--- src/rtl/cdf_divider_array_if.sv ---
// Operand/result bundle between the CDF latch stage, the divider array and write-back.
// Carries the start/done handshake, enable stall, eight numerators, divisor and eight quotients.
// Optional cdf_min operand exists only when CDF_MIN_SUB_EN is defined.
interface cdf_divider_array_if #(
  parameter int DATA_W = 32,
  parameter int OUT_W  = 8
);
  logic              enable;
  logic              start;
  logic [DATA_W-1:0] divisor;
  logic [DATA_W-1:0] cdfval_todiv1;
  logic [DATA_W-1:0] cdfval_todiv2;
  logic [DATA_W-1:0] cdfval_todiv3;
  logic [DATA_W-1:0] cdfval_todiv4;
  logic [DATA_W-1:0] cdfval_todiv5;
  logic [DATA_W-1:0] cdfval_todiv6;
  logic [DATA_W-1:0] cdfval_todiv7;
  logic [DATA_W-1:0] cdfval_todiv8;
`ifdef CDF_MIN_SUB_EN
  logic [DATA_W-1:0] cdf_min;
`endif
  logic              busy;
  logic              done;
  logic [OUT_W-1:0]  q1, q2, q3, q4, q5, q6, q7, q8;

  modport master (
    output enable, start, divisor,
    output cdfval_todiv1, cdfval_todiv2, cdfval_todiv3, cdfval_todiv4,
    output cdfval_todiv5, cdfval_todiv6, cdfval_todiv7, cdfval_todiv8,
`ifdef CDF_MIN_SUB_EN
    output cdf_min,
`endif
    input  busy, done, q1, q2, q3, q4, q5, q6, q7, q8
  );

  modport slave (
    input  enable, start, divisor,
    input  cdfval_todiv1, cdfval_todiv2, cdfval_todiv3, cdfval_todiv4,
    input  cdfval_todiv5, cdfval_todiv6, cdfval_todiv7, cdfval_todiv8,
`ifdef CDF_MIN_SUB_EN
    input  cdf_min,
`endif
    output busy, done, q1, q2, q3, q4, q5, q6, q7, q8
  );
endinterface

--- src/rtl/cdf_divider_array.sv ---
// Eight-lane restoring divider: q = sat(floor(cdf*SCALE/divisor)), one quotient bit per cycle.
// Latency DATA_W+OUT_W+1 enabled cycles from accepted start to the one-cycle done pulse.
// enable low freezes everything; start is accepted only in IDLE. CDF_MIN_SUB_EN adds cdf_min offset.
module cdf_divider_array #(
  parameter int DATA_W = 32,
  parameter int OUT_W  = 8,
  parameter int SCALE  = 255
) (
  input logic                clk,
  input logic                reset,
  cdf_divider_array_if.slave bus
);
  localparam int NW    = DATA_W + OUT_W;
  localparam int CNT_W = $clog2(NW);
  localparam int LANES = 8;

  typedef enum logic [1:0] {S_IDLE, S_DIV, S_DONE} state_t;

  state_t              state_q;
  logic [CNT_W-1:0]    cnt_q;
  logic [DATA_W-1:0]   div_q;
  logic                dz_q;
  logic                busy_q;
  logic                done_q;
  // num_q starts as the scaled numerator and is shifted left while quotient
  // bits enter from the LSB, so after NW steps it holds the full quotient.
  logic [NW-1:0]       num_q [LANES];
  logic [DATA_W:0]     rem_q [LANES];
  logic [OUT_W-1:0]    q_q   [LANES];

  logic [DATA_W-1:0]   cdf_in [LANES];
  logic [NW-1:0]       prod_d [LANES];
  logic [NW-1:0]       num_d  [LANES];
  logic [DATA_W:0]     rem_d  [LANES];
  logic [OUT_W-1:0]    sat_d  [LANES];
  logic [DATA_W-1:0]   div_d;
  logic                dz_d;

  assign cdf_in[0] = bus.cdfval_todiv1;
  assign cdf_in[1] = bus.cdfval_todiv2;
  assign cdf_in[2] = bus.cdfval_todiv3;
  assign cdf_in[3] = bus.cdfval_todiv4;
  assign cdf_in[4] = bus.cdfval_todiv5;
  assign cdf_in[5] = bus.cdfval_todiv6;
  assign cdf_in[6] = bus.cdfval_todiv7;
  assign cdf_in[7] = bus.cdfval_todiv8;

  // Scaled numerators and effective divisor, captured only on an accepted start.
  always_comb begin
`ifdef CDF_MIN_SUB_EN
    div_d = bus.divisor - bus.cdf_min;
    dz_d  = (bus.divisor <= bus.cdf_min);
    for (int i = 0; i < LANES; i++) begin
      prod_d[i] = (cdf_in[i] > bus.cdf_min)
                ? NW'(cdf_in[i] - bus.cdf_min) * NW'(SCALE)
                : '0;
    end
`else
    div_d = bus.divisor;
    dz_d  = (bus.divisor == '0);
    for (int i = 0; i < LANES; i++) begin
      prod_d[i] = NW'(cdf_in[i]) * NW'(SCALE);
    end
`endif
  end

  // One restoring step per lane plus the saturated view of the finished quotient.
  always_comb begin
    for (int i = 0; i < LANES; i++) begin
      logic [DATA_W+1:0] trial;
      logic              ge;
      trial    = {rem_q[i], num_q[i][NW-1]};
      ge       = (trial >= {2'b00, div_q});
      rem_d[i] = ge ? (DATA_W+1)'(trial - {2'b00, div_q}) : (DATA_W+1)'(trial);
      num_d[i] = {num_q[i][NW-2:0], ge};
      sat_d[i] = (dz_q || (|num_q[i][NW-1:OUT_W])) ? {OUT_W{1'b1}}
                                                   : num_q[i][OUT_W-1:0];
    end
  end

  // Control FSM and lane datapath; done is a single-cycle pulse and never held.
  always_ff @(posedge clk) begin
    if (reset) begin
      state_q <= S_IDLE;
      cnt_q   <= '0;
      div_q   <= '0;
      dz_q    <= 1'b0;
      busy_q  <= 1'b0;
      done_q  <= 1'b0;
      for (int i = 0; i < LANES; i++) begin
        num_q[i] <= '0;
        rem_q[i] <= '0;
        q_q[i]   <= '0;
      end
    end else begin
      done_q <= 1'b0;
      if (bus.enable) begin
        case (state_q)
          S_IDLE: begin
            if (bus.start) begin
              div_q  <= div_d;
              dz_q   <= dz_d;
              cnt_q  <= '0;
              busy_q <= 1'b1;
              for (int i = 0; i < LANES; i++) begin
                num_q[i] <= prod_d[i];
                rem_q[i] <= '0;
              end
              state_q <= S_DIV;
            end
          end
          S_DIV: begin
            for (int i = 0; i < LANES; i++) begin
              num_q[i] <= num_d[i];
              rem_q[i] <= rem_d[i];
            end
            cnt_q <= cnt_q + 1'b1;
            if (cnt_q == CNT_W'(NW - 1)) state_q <= S_DONE;
          end
          S_DONE: begin
            for (int i = 0; i < LANES; i++) q_q[i] <= sat_d[i];
            done_q  <= 1'b1;
            busy_q  <= 1'b0;
            state_q <= S_IDLE;
          end
          default: state_q <= S_IDLE;
        endcase
      end
    end
  end

  assign bus.busy = busy_q;
  assign bus.done = done_q;
  assign bus.q1   = q_q[0];
  assign bus.q2   = q_q[1];
  assign bus.q3   = q_q[2];
  assign bus.q4   = q_q[3];
  assign bus.q5   = q_q[4];
  assign bus.q6   = q_q[5];
  assign bus.q7   = q_q[6];
  assign bus.q8   = q_q[7];
endmodule

--- src/flat_wrapper.sv ---
// flat-port wrapper written by rule: the top's interface ports become plain ports
module cdf_divider_array_flat 
#(
  parameter int DATA_W = 32,
  parameter int OUT_W  = 8,
  parameter int SCALE  = 255
)
  (clk, reset, bus_enable, bus_start, bus_divisor, bus_cdfval_todiv1, bus_cdfval_todiv2, bus_cdfval_todiv3, bus_cdfval_todiv4, bus_cdfval_todiv5, bus_cdfval_todiv6, bus_cdfval_todiv7, bus_cdfval_todiv8, bus_busy, bus_done, bus_q1, bus_q2, bus_q3, bus_q4, bus_q5, bus_q6, bus_q7, bus_q8);
  cdf_divider_array_if #(.DATA_W(DATA_W), .OUT_W(OUT_W)) bus_i ();
  input logic clk;
  input logic reset;
  input wire logic [$bits(bus_i.enable)-1:0] bus_enable;
  input wire logic [$bits(bus_i.start)-1:0] bus_start;
  input wire logic [$bits(bus_i.divisor)-1:0] bus_divisor;
  input wire logic [$bits(bus_i.cdfval_todiv1)-1:0] bus_cdfval_todiv1;
  input wire logic [$bits(bus_i.cdfval_todiv2)-1:0] bus_cdfval_todiv2;
  input wire logic [$bits(bus_i.cdfval_todiv3)-1:0] bus_cdfval_todiv3;
  input wire logic [$bits(bus_i.cdfval_todiv4)-1:0] bus_cdfval_todiv4;
  input wire logic [$bits(bus_i.cdfval_todiv5)-1:0] bus_cdfval_todiv5;
  input wire logic [$bits(bus_i.cdfval_todiv6)-1:0] bus_cdfval_todiv6;
  input wire logic [$bits(bus_i.cdfval_todiv7)-1:0] bus_cdfval_todiv7;
  input wire logic [$bits(bus_i.cdfval_todiv8)-1:0] bus_cdfval_todiv8;
  output wire logic [$bits(bus_i.busy)-1:0] bus_busy;
  output wire logic [$bits(bus_i.done)-1:0] bus_done;
  output wire logic [$bits(bus_i.q1)-1:0] bus_q1;
  output wire logic [$bits(bus_i.q2)-1:0] bus_q2;
  output wire logic [$bits(bus_i.q3)-1:0] bus_q3;
  output wire logic [$bits(bus_i.q4)-1:0] bus_q4;
  output wire logic [$bits(bus_i.q5)-1:0] bus_q5;
  output wire logic [$bits(bus_i.q6)-1:0] bus_q6;
  output wire logic [$bits(bus_i.q7)-1:0] bus_q7;
  output wire logic [$bits(bus_i.q8)-1:0] bus_q8;
  assign bus_i.enable = bus_enable;
  assign bus_i.start = bus_start;
  assign bus_i.divisor = bus_divisor;
  assign bus_i.cdfval_todiv1 = bus_cdfval_todiv1;
  assign bus_i.cdfval_todiv2 = bus_cdfval_todiv2;
  assign bus_i.cdfval_todiv3 = bus_cdfval_todiv3;
  assign bus_i.cdfval_todiv4 = bus_cdfval_todiv4;
  assign bus_i.cdfval_todiv5 = bus_cdfval_todiv5;
  assign bus_i.cdfval_todiv6 = bus_cdfval_todiv6;
  assign bus_i.cdfval_todiv7 = bus_cdfval_todiv7;
  assign bus_i.cdfval_todiv8 = bus_cdfval_todiv8;
  assign bus_busy = bus_i.busy;
  assign bus_done = bus_i.done;
  assign bus_q1 = bus_i.q1;
  assign bus_q2 = bus_i.q2;
  assign bus_q3 = bus_i.q3;
  assign bus_q4 = bus_i.q4;
  assign bus_q5 = bus_i.q5;
  assign bus_q6 = bus_i.q6;
  assign bus_q7 = bus_i.q7;
  assign bus_q8 = bus_i.q8;
  cdf_divider_array #(.DATA_W(DATA_W), .OUT_W(OUT_W), .SCALE(SCALE)) u_core (.clk(clk), .reset(reset), .bus(bus_i));
endmodule
--- config.mk ---
export PLATFORM = sky130hd
export DESIGN_NAME = cdf_divider_array_flat
export DESIGN_NICKNAME = d
export VERILOG_FILES = /design/src/rtl/cdf_divider_array_if.sv /design/src/rtl/cdf_divider_array.sv /design/src/flat_wrapper.sv
export SDC_FILE = /design/constraint.sdc
export NUM_CORES = 2
export LEC_CHECK = 0
export CAP_MARGIN = 20
export CORE_ASPECT_RATIO = 1.1
export CORE_MARGIN = 2
export CORE_UTILIZATION = 58
export CTS_BUF_LIST = sky130_fd_sc_hd__clkbuf_4
export DETAILED_ROUTE_END_ITERATION = 8
export PLACE_DENSITY = 0.87
export SLEW_MARGIN = 15
export SYNTH_ARGS = -nofsm -noshare
export SYNTH_HDL_FRONTEND = slang
export SYNTH_SLANG_ARGS = --single-unit
--- constraint.sdc ---
create_clock -name clk -period 7.9 [get_ports clk]
set_input_delay 1.185 -clock clk [delete_from_list [all_inputs] [get_ports clk]]
set_output_delay 1.185 -clock clk [all_outputs]
set_load 0.03 [all_outputs]
# [Word-level counts from Yosys, hierarchy flattened]
# Memories as Yosys holds them, arrays and structs flattened.
# Cells that the tools add are included.
[classes] n_bitwise=40 multipliers=8 eq_ne=5 n_reduce_logical=24 muxes=78 n_lt_le_gt_ge=8 n_addsub=9
[ops] op="33-bit two-way mux" count=24
[ops] op="40-bit two-way mux" count=16
[ops] op="32-bit by 8-bit multiplier with 40-bit output, second input constant" count=8
[ops] op="34-bit by 32-bit greater-or-equal comparator with 1-bit output" count=8
[ops] op="33-bit by 32-bit subtractor with 33-bit output" count=8
[ops] op="32-bit OR reduction" count=8
[ops] op="8-bit two-way mux" count=16
[ops] op="1-bit bitwise OR" count=40
[ops] op="32-bit logical NOT" count=1
[ops] op="1-bit two-way mux" count=16
[ops] op="6-bit one-hot mux with 2 select lines" count=1
[ops] op="3-bit AND reduction" count=4
[ops] op="1-bit logical OR" count=8
[ops] op="6-bit by 1-bit adder with 6-bit output, second input constant" count=1
[ops] op="6-bit equality test, second input constant" count=1
[ops] op="6-bit two-way mux" count=1
[ops] op="2-bit two-way mux" count=2
[ops] op="2-bit one-hot mux with 2 select lines" count=1
[ops] op="2-bit nonzero test" count=2
[ops] op="2-bit by 1-bit equality test with 1-bit output, second input constant" count=1
[ops] op="2-bit equality test, second input constant" count=1
[ops] op="2-bit logical NOT" count=1
[ops] op="2-bit by 1-bit inequality test with 1-bit output, second input constant" count=1
[ops] op="2-bit inequality test, second input constant" count=1
[ops] op="1-bit one-hot mux with 2 select lines" count=1
[word_totals] ram_bits=648 word_cells=181 regBits=43 output_inout_bits=66 input_bits=292 memories=3
[memory_table] memory="u_core.num_q" depth=8 width=40 rd=8 rd_clocked_by_memory_dff=0 wr=8 line_no="cdf_divider_array.sv:27" rtl="logic [NW-1:0] num_q [LANES];"
[memory_table] memory="u_core.rem_q" depth=8 width=33 rd=8 rd_clocked_by_memory_dff=0 wr=8 line_no="cdf_divider_array.sv:28" rtl="logic [DATA_W:0] rem_q [LANES];"
[memory_table] memory="u_core.q_q" depth=8 width=8 rd=8 rd_clocked_by_memory_dff=0 wr=8 line_no="cdf_divider_array.sv:29" rtl="logic [OUT_W-1:0] q_q [LANES];"

# [Depth between registers and ports, before layout]
[logic_depth] depth_word=7 mapped_depth=21 mapped_depth_nobuf=20

# [Worst setup path before layout]
# OpenSTA, ideal clock, no wires.
[synth_timing] kind="in2reg" from="input bus_enable" to="memory u_core.num_q[0][0] (netlist bit), enable pin" t_required_ps=7290 slack_ps=419 setup_ps=610 t_arrival_ps=6871 stages=5 path_buffers=1 path_cell_list="nor2b_1 and3_1 clkbuf_1 nor2_1 inv_1"
[synth_rtl] element="from (decl)" line_no="flat_wrapper.sv:12" rtl="input wire logic [$bits(bus_i.enable)-1:0] bus_enable;"
[synth_rtl] element="to (decl)" line_no="cdf_divider_array.sv:27"

==> results.md <==
- Crit share post-route: 78.6%
- Top-Level Pins: 358
- Initial antenna violation count: 28
- Max Freq: 161 MHz
- Chip height: 409 um
- Routed Wire Length: 226,000 um
- Reg2reg end: u_core.rem_q[0][60]
- Worst Tran Pin Value: 1150 ps
- Pwr dens: 403 nW/um^2
- Leak: 41.7 nW
- Final Max Tran Viols: 0
- Hold_buf cts: 0
- Post-route insts no fill: 11,200
- Leading area contributor after synthesis: fa_1
- Post-Synth XOR/XNOR Area: 4.84%
- Mux contribution to synthesized area: 1.51%
- Layout cells sized above 1: 4.53%
- Data required, critical path: 8930 ps
- Via count: 67,800
- Count of cell types in the netlist: 88
- Setup TNS: 0 ps
- CTS buffer count: 190
- Worst-path clk slew: 70 ps
- Crit Reg-Reg Startpoint: u_core.div_q[1]
- Placed cell areas: 92,000 sq um
- Gr usage total: 30.1%
- Worst hold stages: 2
- Total gr overflow: 0
- Hold Path End: u_core.div_q[30]
- EDFF count, synth: 615
- Synth Area in Simple Gates: 10.4%
- Slowest cell on crit path: fa_1
- Worst VDD drop: 0.000315 V
- Worst Reg-to-Reg Cells: 14
- Post-DRT Antenna Nets: 0
- Slack of the worst reg-to-reg path: 2340 ps
- CP Data Arrival Time: 7240 ps
- Area fraction in compound gates after synthesis: 15.7%
- Post-route DRC: 0
- First-pass GRT wire length: 366,000 um
- Setup-failing EPs final: 0
- Critical Path Fanout Max: 5
- Post-CTS Setup Bufs: 0
- CP Capture Type: flop
- Area added between synthesis and finish: 9.66%
- Layout net count: 11,300
- Post-synth top area share: 28.0%
- Async set-reset flop share out of synthesis: 0%
- Syn Inst Count: 8,675
- Largest family of logic cells by synthesized area: adder cells
- Port Buffers: 357
- DR vias/cell: 6.08
- Post-Syn Area: 86,400 sq um
- #FFs+latches synth: 691
- CP startpoint kind: input port
- RSZ-0062 raised after global routing: no
- Die Wd: 372 um
- Cell breakdown of the critical path: clkdlybuf4s50_1, fa_1, inv_1, fa_1, inv_1, fa_1, inv_1, fa_1, inv_1, ha_1, a2111oi_0, o21ai_0, a32o_1, a21bo_2, a31oi_1, o21ai_0, a21oi_1, o21ai_0, a2111oi_0, nand3b_1
- Crit Path Category: input port to flop
- GP Congestion: 0.971
- Post-DP HPWL: 176,000 um
- Net Count, Synth: 10,900
- Die Area: 152,000 sq um
- Max Cap Viol: 0
- Post-CTS Resized: 0
- DR pass1 iterations: 8
- Status: complete, no violations
- CP max stage delay: 650 ps
- CTS tree: yes
- Clock sink count: 691
- Design Area, Final: 94,800 sq um
- Initial DRC count: 6,067
- Sequential fraction of the synthesis area: 23.1%
- Syn Area/Cell: 9.96 sq um
- HP Class: input port to flop
- Clock Latency Late Sink: 1290 ps
- Worst Hold Launch: reset
- Clk Tree Root Cell: clkbuf_4
- Post-DR wirelength/cell: 20.2 um
- Final hold violation count: 0
- CTS H-tree lvls: 4
- Vias in the first global route: 70,800
- Rel. slew slack: 23.1%
- Most common flop cell mapped by yosys: edfxtp_1
- Layout Skew: 122 ps
- Rows: 148
- Clk buf depth: 3
- Area contributors post-synth: fa_1, edfxtp_1, ha_1
- Synth Area in Adders: 38.6%
- Largest net degree at the start of global routing: 160
- Min Tclk post-route: 6210 ps
- Synth warn: 0
- Placeable Area: 148,000 sq um
- Initial Util: 58.4%
- Cell count after placement: 10,800
how the worst max path moves through the flow:
| stage | slack (ps) | start | cells after the start | end |
|---|---|---|---|---|
| global route | 1350 | bus_cdfval_todiv7[3] | 20 | u_core.num_q[6][36] |
| detailed placement | 600 | bus_cdfval_todiv6[8] | 20 | u_core.num_q[5][36] |
| finish | 1690 | bus_cdfval_todiv7[0] | 20 | u_core.num_q[6][36] |
| CTS | 1900 | bus_cdfval_todiv6[8] | 20 | u_core.num_q[5][36] |
| global placement | 740 | bus_cdfval_todiv6[4] | 20 | u_core.num_q[5][36] |
| floorplan | 420 | bus_enable | 5 | u_core.num_q[0][0] |
worst max-delay path: cells and delay by family:
family | cells | cell delay, ps
AOI/OAI and AO/OA | 9 | 2750
adders and majority gates | 5 | 2360
and+or+nand+nor | 1 | 190
buffers and inverters | 5 | 760
report_power, final:
part           internal, mW  switching (mW)
registers              5.01           0.418
logic                  12.5            16.6
clock network          1.84            1.77
kinds of logic (layout without fill, tap and decap cells):
family,Yosys count,in the layout
buffers and inverters,1329,1841
XOR/XNOR,478,478
multiplexers,130,130
other,0,26
AO/OA/AOI/OAI,2165,2165
adder cells (fa/ha/maj),1943,1943
flip-flops,691,691
AND/OR/NAND/NOR,1939,1939
stage by stage:
stage          hold WS [ps]  total power [mW]  setup slack, ps  utilization, %
2_1_floorplan           436              27.7              419               -
3_3_place_gp            442              32.9              739            62.2
3_5_place_dp            446              34.0              601            62.2
4_1_cts                98.8              37.9             1900            63.9
5_1_grt                 155              41.8             1350            64.0
6_report                233              38.2             1690            64.1
synthesized netlist by cell type, drive strengths merged, types with 60 or more instances:
| library cell | instances |
|---|---|
| a211oi | 82 |
| a21o | 328 |
| a21oi | 645 |
| a31oi | 60 |
| and3 | 66 |
| clkbuf | 209 |
| dfxtp | 76 |
| edfxtp | 615 |
| fa | 1208 |
| ha | 735 |
| inv | 1081 |
| mux2i | 130 |
| nand2 | 678 |
| nand2b | 65 |
| nand3 | 121 |
| nand4 | 83 |
| nor2 | 534 |
| nor2b | 90 |
| nor3 | 87 |
| nor4 | 85 |
| o21a | 127 |
| o21ai | 537 |
| xnor2 | 264 |
| xor2 | 214 |
state kept, by name (all words and copies together) (netlist names):
register         cells
u_core.bus.done      1
u_core.rem_q       264
u_core.bus.busy      1
u_core.dz_q          1
u_core.num_q       320
u_core.state_q       2
u_core.div_q        32
u_core.q_q          64
u_core.cnt_q         6
final cells by class:
cell class,count,area (sq um)
Antenna cell,26,65.1
Tap cell,1950,2440
Fill cell,11300,53200
Timing Repair Buffer,408,4060
Sequential cell,691,20000
Clock inverter,84,593
Inverter,1082,4080
Multi-Input combinational cell,6655,61500
Clock buffer,267,2000
placed cells by master, fill, tap and decap left out, drive strengths merged, types with 214 or more instances in the layout:
cell           instances
nand2                678
nor2                 534
ha                   735
clkdlybuf4s50        356
a21oi                645
xor2                 214
xnor2                264
fa                  1208
o21ai                537
a21o                 328
inv                 1088
clkbuf               267
edfxtp               615
per-layer routing:
metal	global-route usage [%]	wire, um	vias to the layer above
li1	-	-	30900
met1	39.1	88900	33600
met2	48.8	107000	2732
met3	6.40	19200	593
met4	12.7	10000	20
met5	0	160	-
Power figures use the tool's default switching activity.
